### src/rtl/serial_adder_ctrl.sv
// Bit-serial adder controller: one half-adder-built full adder is time-shared
// over WIDTH clocks to add two WIDTH-bit operands LSB-first.

module half_adder (
   input  logic x,
   input  logic y,
   output logic s,
   output logic c
);
   assign s = x ^ y;
   assign c = x & y;
endmodule

module full_adder (
   input  logic x,
   input  logic y,
   input  logic ci,
   output logic s,
   output logic co
);
   logic s0, c0, c1;

   half_adder u_ha0 (.x(x),  .y(y),  .s(s0), .c(c0));
   half_adder u_ha1 (.x(s0), .y(ci), .s(s),  .c(c1));

   assign co = c0 | c1;
endmodule

// state | meaning
// IDLE  | waiting for start; sum/cout hold the last completed result
// RUN   | one result bit per clock; terminates when the counter hits WIDTH-1
module serial_adder_ctrl #(
   parameter int WIDTH = 8
) (
   input  logic             clk,
   input  logic             rst_n,
   input  logic             start,
   input  logic [WIDTH-1:0] a,
   input  logic [WIDTH-1:0] b,
   input  logic             cin,
   output logic             busy,
   output logic             done,
   output logic [WIDTH-1:0] sum,
   output logic             cout
);
   localparam int CW = $clog2(WIDTH) + 1;

   typedef enum logic {IDLE, RUN} state_t;

   state_t           state, state_nx;
   logic [WIDTH-1:0] a_sh, b_sh, r, r_nx;
   logic             carry;
   logic [CW-1:0]    cnt;
   logic             fa_s, fa_c;
   logic             last, accept;

   full_adder u_fa (
      .x  (a_sh[0]),
      .y  (b_sh[0]),
      .ci (carry),
      .s  (fa_s),
      .co (fa_c)
   );

   // New bit enters at the MSB so the LSB-first result ends up aligned.
   generate
      if (WIDTH == 1) begin : g_r1
         assign r_nx = fa_s;
      end else begin : g_rn
         assign r_nx = {fa_s, r[WIDTH-1:1]};
      end
   endgenerate

   assign last = (cnt == CW'(WIDTH - 1));
   assign busy = (state == RUN);

   always_ff @(posedge clk or negedge rst_n) begin
      if (!rst_n) state <= IDLE;
      else        state <= state_nx;
   end

   always_comb begin
      state_nx = state;
      accept   = 1'b0;
      case (state)
         IDLE: begin
            if (start) begin
               accept   = 1'b1;
               state_nx = RUN;
            end
         end
         RUN: begin
            if (last) state_nx = IDLE;
         end
         default: state_nx = IDLE;
      endcase
   end

   always_ff @(posedge clk or negedge rst_n) begin
      if (!rst_n) begin
         a_sh  <= '0;
         b_sh  <= '0;
         r     <= '0;
         carry <= 1'b0;
         cnt   <= '0;
         sum   <= '0;
         cout  <= 1'b0;
         done  <= 1'b0;
      end else begin
         done <= 1'b0;
         if (accept) begin
            a_sh  <= a;
            b_sh  <= b;
            carry <= cin;
            cnt   <= '0;
         end else if (state == RUN) begin
            r     <= r_nx;
            a_sh  <= a_sh >> 1;
            b_sh  <= b_sh >> 1;
            carry <= fa_c;
            cnt   <= cnt + CW'(1);
            if (last) begin
               sum  <= r_nx;
               cout <= fa_c;
               done <= 1'b1;
            end
         end
      end
   end
endmodule
### config.mk
export PLATFORM = sky130hd
export DESIGN_NAME = serial_adder_ctrl
export DESIGN_NICKNAME = d
export VERILOG_FILES = /design/src/rtl/serial_adder_ctrl.sv
export SDC_FILE = /design/constraint.sdc
export NUM_CORES = 1
export LEC_CHECK = 0
export CORE_AREA = 5 5 71 73
export DETAILED_ROUTE_END_ITERATION = 10
export DIE_AREA = 0 0 76 78
export MAX_ROUTING_LAYER = met4
export PLACE_DENSITY = 0.74
export SLEW_MARGIN = 20
export SYNTH_ARGS = -nofsm -noshare
export SYNTH_HDL_FRONTEND = slang
export SYNTH_SLANG_ARGS = --single-unit
### constraint.sdc
create_clock -name clk -period 2.95 [get_ports clk]
set_input_delay 0.295 -clock clk [delete_from_list [all_inputs] [get_ports clk]]
set_output_delay 0.295 -clock clk [all_outputs]
set_load 0.005 [all_outputs]
# Yosys cells after proc, flatten, opt, wreduce, memory -nomap -nowiden
# Index checks and enable logic that the tools add are counted.
word_totals:
  reg_bits: 40
  input_bits: 20
  elab_cells: 36
op_classes:
  addsub: 1
  eq_ne: 1
  n_mux: 15
  n_bitwise: 7
  reduce_logical: 3
ops:
  columns: ["cell", "n"]
  rows:
  - ["$mux 8", 4]
  - ["$mux 1", 8]
  - ["$mux 4", 2]
  - ["$add 4x1->4 const B", 1]
  - ["$eq 4x3->1 const B", 1]
  - ["$reduce_and 3->1", 1]
  - ["$and 1x1->1", 2]
  - ["$not 1->1", 2]
  - ["$pmux 1 s2", 1]
  - ["$reduce_and 2->1", 1]
  - ["$reduce_bool 2->1", 1]
  - ["$xor 1x1->1", 2]
  - ["$or 1x1->1", 1]

# Logic depth before layout (Yosys ltp)
logic_depth:
  word_depth: 5
  ltp_mapped: 5
  ltp_nobuf: 4

# Hierarchy
# From an unflattened synthesis, not the netlist that was laid out.
hier_totals:
  cells_unflattened: 126
  hier_area_um2: 1646.6
by_module_without_submodules:
  columns: ["module", "n_inst", "cells_per_inst", "area_per_inst_um2", "seq_area_each_um2"]
  rows:
  - ["serial_adder_ctrl", 1, 123, 1615.3, 975.9]
  - ["half_adder", 2, 1, 12.5, 0.0]
  - ["full_adder", 1, 1, 6.3, 0.0]

# Least setup slack after synthesis
# OpenSTA, ideal clock, no wires.
synth_timing:
  path_type: "reg2reg"
  startpoint: "register state, in the netlist busy"
  endpoint: "register sum[0]"
  arrival_ns: 1.183
  t_required_ns: 2.825
  slack_ns: 1.642
  path_stages_with_launch: 6
  synth_period_minus_slack_ns: 1.308
  path_cell_list: "dfrtp_1 -> buf_4 -> nor2b_4 -> nand3_4 -> inv_8 -> mux2_4"
synth_via:
  elab_chain_cells: 3
synth_rtl:
  columns: ["element", "line", "rtl"]
  rows:
  - ["start: declaration", "50", "state_t state, state_nx;"]
  - ["start signal: assignment", "79", "else state <= state_nx;"]
  - ["$mux 1", "85", "case (state)"]
  - ["$not 1->1 (no line)", null, null]
  - ["$reduce_and 3->1 (no line) (*)", null, null]
  - ["end signal: assignment", "123", "sum <= r_nx;"]
  - ["end: declaration", "43", "output logic [WIDTH-1:0] sum,"]
# Every way passes the cells marked *; elsewhere a longest branch is shown, timed or not.
# A chain may end at the register's enable or synchronous reset.

# Final worst setup path
layout_timing:
  startpoint: "register state, in the netlist busy"
  endpoint: "output port busy"
layout_lines:
  columns: ["element", "line", "rtl"]
  rows:
  - ["end: declaration", "41", "output logic busy,"]
# No word-level cell between the ends.

==> flow_metrics.tcl <==
set metrics [dict create \
    max_freq_ghz 0.498 \
    maxCapViolCount 0 \
    cts.reportedPaths.clkPinSlew_ps 80 \
    finalClockSkew_ps 4.81 \
    min_period_over_period 0.680 \
    antenna_found_initial 0 \
    p_per_area_nw_per_um2 905 \
    yosysMostFrequentCell "dfrtp_1" \
    p_leak_nw 0.973 \
    critPathLaunchType "flop" \
    grt_max_degree 40 \
    maxSlewViolCount 0 \
    synth.net_count 151 \
    status "finished, final reports clean" \
    vias 1049 \
    syn_inst 129 \
    cp_cell_sequence "clkdlybuf4s50_1" \
    drive_gt1_frac 0.191 \
    synth_area_um2 1690 \
    setup.worst_path.end_class "output pin" \
    wl_mm 2.96 \
    hold_class "input pin to asynchronous set/reset pin" \
    start_util 0.392 \
    stdcell_count 214 \
    hold_violations 0 \
    wl_met2_mm 1.46 \
    p_int_mw 1.31 \
    power.share.clock 0.188 \
    syn_avg_cell_area_um2 13.1 \
    n_antenna_cell 0 \
    r2r_cells 4 \
    drc 0 \
    boundaryPins 31 \
    timing.critical_path.slowest_stage_cell "dfrtp_1" \
    cp_max_fo 23 \
    synth_enable_flop_cells 0 \
    grt_pass1_wl_mm 5.00 \
    worstReg2RegEnd "sum[1]" \
    layout.nets 183 \
    netlist_top_cells_area "dfrtp_1 (58%), mux2i_1 (10%), mux2_4 (8.0%)" \
    p_total_mw 1.91 \
    setup_viol 0 \
    wl_met3_um 183 \
    post_cts_buffers 0 \
    portBuffers 30 \
    place_area_um2 2020 \
    worst_pin_slew_ps 847 \
    dr.first_iter.drc_count 53 \
    dieArea_um2 5930 \
    die_w_um 76 \
    yosysTopAreaCell "dfrtp_1" \
    grt_usage 0.111 \
    die_h_um 78 \
    topRoutingLayerUsed "met4" \
    rrSetupSlack_ps 1190 \
    ys_ff_latch 39 \
    p_seq_frac 0.479 \
    wl_met1_mm 1.23 \
    clk-insertion-delay-late_ps 290 \
    synth_flop_cell "dfrtp_1" \
    crit_cells 1 \
    synth_cell_type_count 21 \
    peakVddDrop_uv 304 \
    place_inst 206 \
    ys_seq_area_frac 0.579 \
    rsz0062_at_grt "no" \
    required_ps 2650 \
    relSlewSlack 0.435 \
    slowest_delay_ps 790 \
    tns_ps 0 \
    grt_pass1_vias 1060 \
    power_frac_comb 0.333 \
    post_cts_resize_count 0 \
    cts_buffers 5 \
    fp-row-count 24 \
    r2r-start "busy" \
    critPathKind "flop to output pin" \
    grt.overflow.total 0 \
    ant_nets 0 \
    switching_power_mw 0.599 \
    numClockSinks 39 \
    synth_common_cells "dfrtp_1 (39), o21ai_0 (18), mux2i_1 (17), nand2_1 (16), mux2_4 (9)" \
    holdBufCountCts 0 \
    worstPathArrival_ps 1710 \
    core-area_um2 4290 \
    sw_frac_of_total 0.313 \
    htree_num_levels 2 \
    clock_tree.buffer_depth 2 \
    finalWeightedCongestion 0.735 \
    fin_area_um2 2110 \
    yosysTopAreaCellShare 0.579 \
    place.detailed.hpwl_mm 2.19 \
    wl_per_cell_um 13.8 \
    synthArstFlopShare 1.00 \
    synth_warnings 0 \
    path_delay_family "flip-flops" \
    cts_root_buf "clkbuf_8" \
    final_core_util 0.492 \
    worst-path-buf-inv 1 \
    area_delta_synth_final_pct 25.2 \
    drtPass1Iterations 4 \
    avgViaCountPerCell 4.90 \
    finalCriticalPeriod_ps 2010 \
    cts_tree "built" \
]
-- metrics by stage --
step	hold slack [ps]	setup slack, ps
after floorplan	-0.591	1640
after global placement	422	1170
after detailed placement	453	1110
after CTS	130	903
after global routing	184	820
final	104	944
-- final cells by class --
class | instances | area [um2]
Clock inverter | 3 | 20.0
Timing Repair Buffer | 32 | 310
Multi-Input combinational cell | 81 | 656
Sequential cell | 39 | 976
Fill cell | 377 | 2180
Inverter | 2 | 15.0
Clock buffer | 5 | 68.8
Tap cell | 52 | 65.1
-- worst register-to-register path, stage by stage, from the launching register on --
cell	delay, ps
dfrtp_1	790
nor2b_4	310
nand3_4	130
inv_8	120
mux2_4	300
-- sequential cells by signal, indices dropped and copies added (netlist names) --
| register | cells |
|---|---|
| b_sh | 8 |
| cout | 1 |
| busy | 1 |
| r | 7 |
| a_sh | 8 |
| carry | 1 |
| cnt | 4 |
| sum | 8 |
| done | 1 |
-- worst max path at each step --
stage	slack, ps	end	start
3_5_place_dp	1110	b_sh[3]	start
2_1_floorplan	1640	sum[0]	busy
5_1_grt	820	busy	busy
4_1_cts	900	busy	busy
3_3_place_gp	1170	b_sh[4]	start
6_report	940	busy	busy
-- cell families after synthesis --
family,Yosys count,synth area share
buffers and inverters,9,0.0319
AOI/OAI and AO/OA,20,0.0616
adders and majority gates,2,0.0193
DFF,39,0.579
muxes,34,0.235
and+or+nand+nor,25,0.0735
-- layout by cell type (no fill, tap or decap) --
master,instances
dfrtp_1,39
clkdlybuf4s50_1,29
o21ai_0,18
mux2i_1,17
nand2_1,16
mux2_4,9
mux2_2,8
clkbuf_8,5
nor2_1,4
clkinvlp_4,2
buf_4,2
nor2b_4,1
nand3_4,1
inv_8,1
nor2b_1,1
a22o_1,1
inv_1,1
nand3_1,1
a21oi_1,1
nand4_1,1
fa_1,1
ha_1,1
clkinv_2,1
buf_2,1
-- power by group through the flow --
stage               registers (mW)  logic [mW]  clock network, mW
floorplan                    0.866       0.460                  0
global placement             0.913       0.614                  0
detailed placement           0.929       0.647                  0
CTS                          0.919       0.649              0.369
global route                 0.953       0.701              0.390
finish                       0.914       0.637              0.360
-- routing by layer --
metal / vias to the layer above / GRT usage
li1: 510 / -
met5: - / -
met1: 501 / 0.121
met4: 0 / 0.0641
met2: 31 / 0.173
met3: 7 / 0.0394
(Power assumes the default switching activity.)
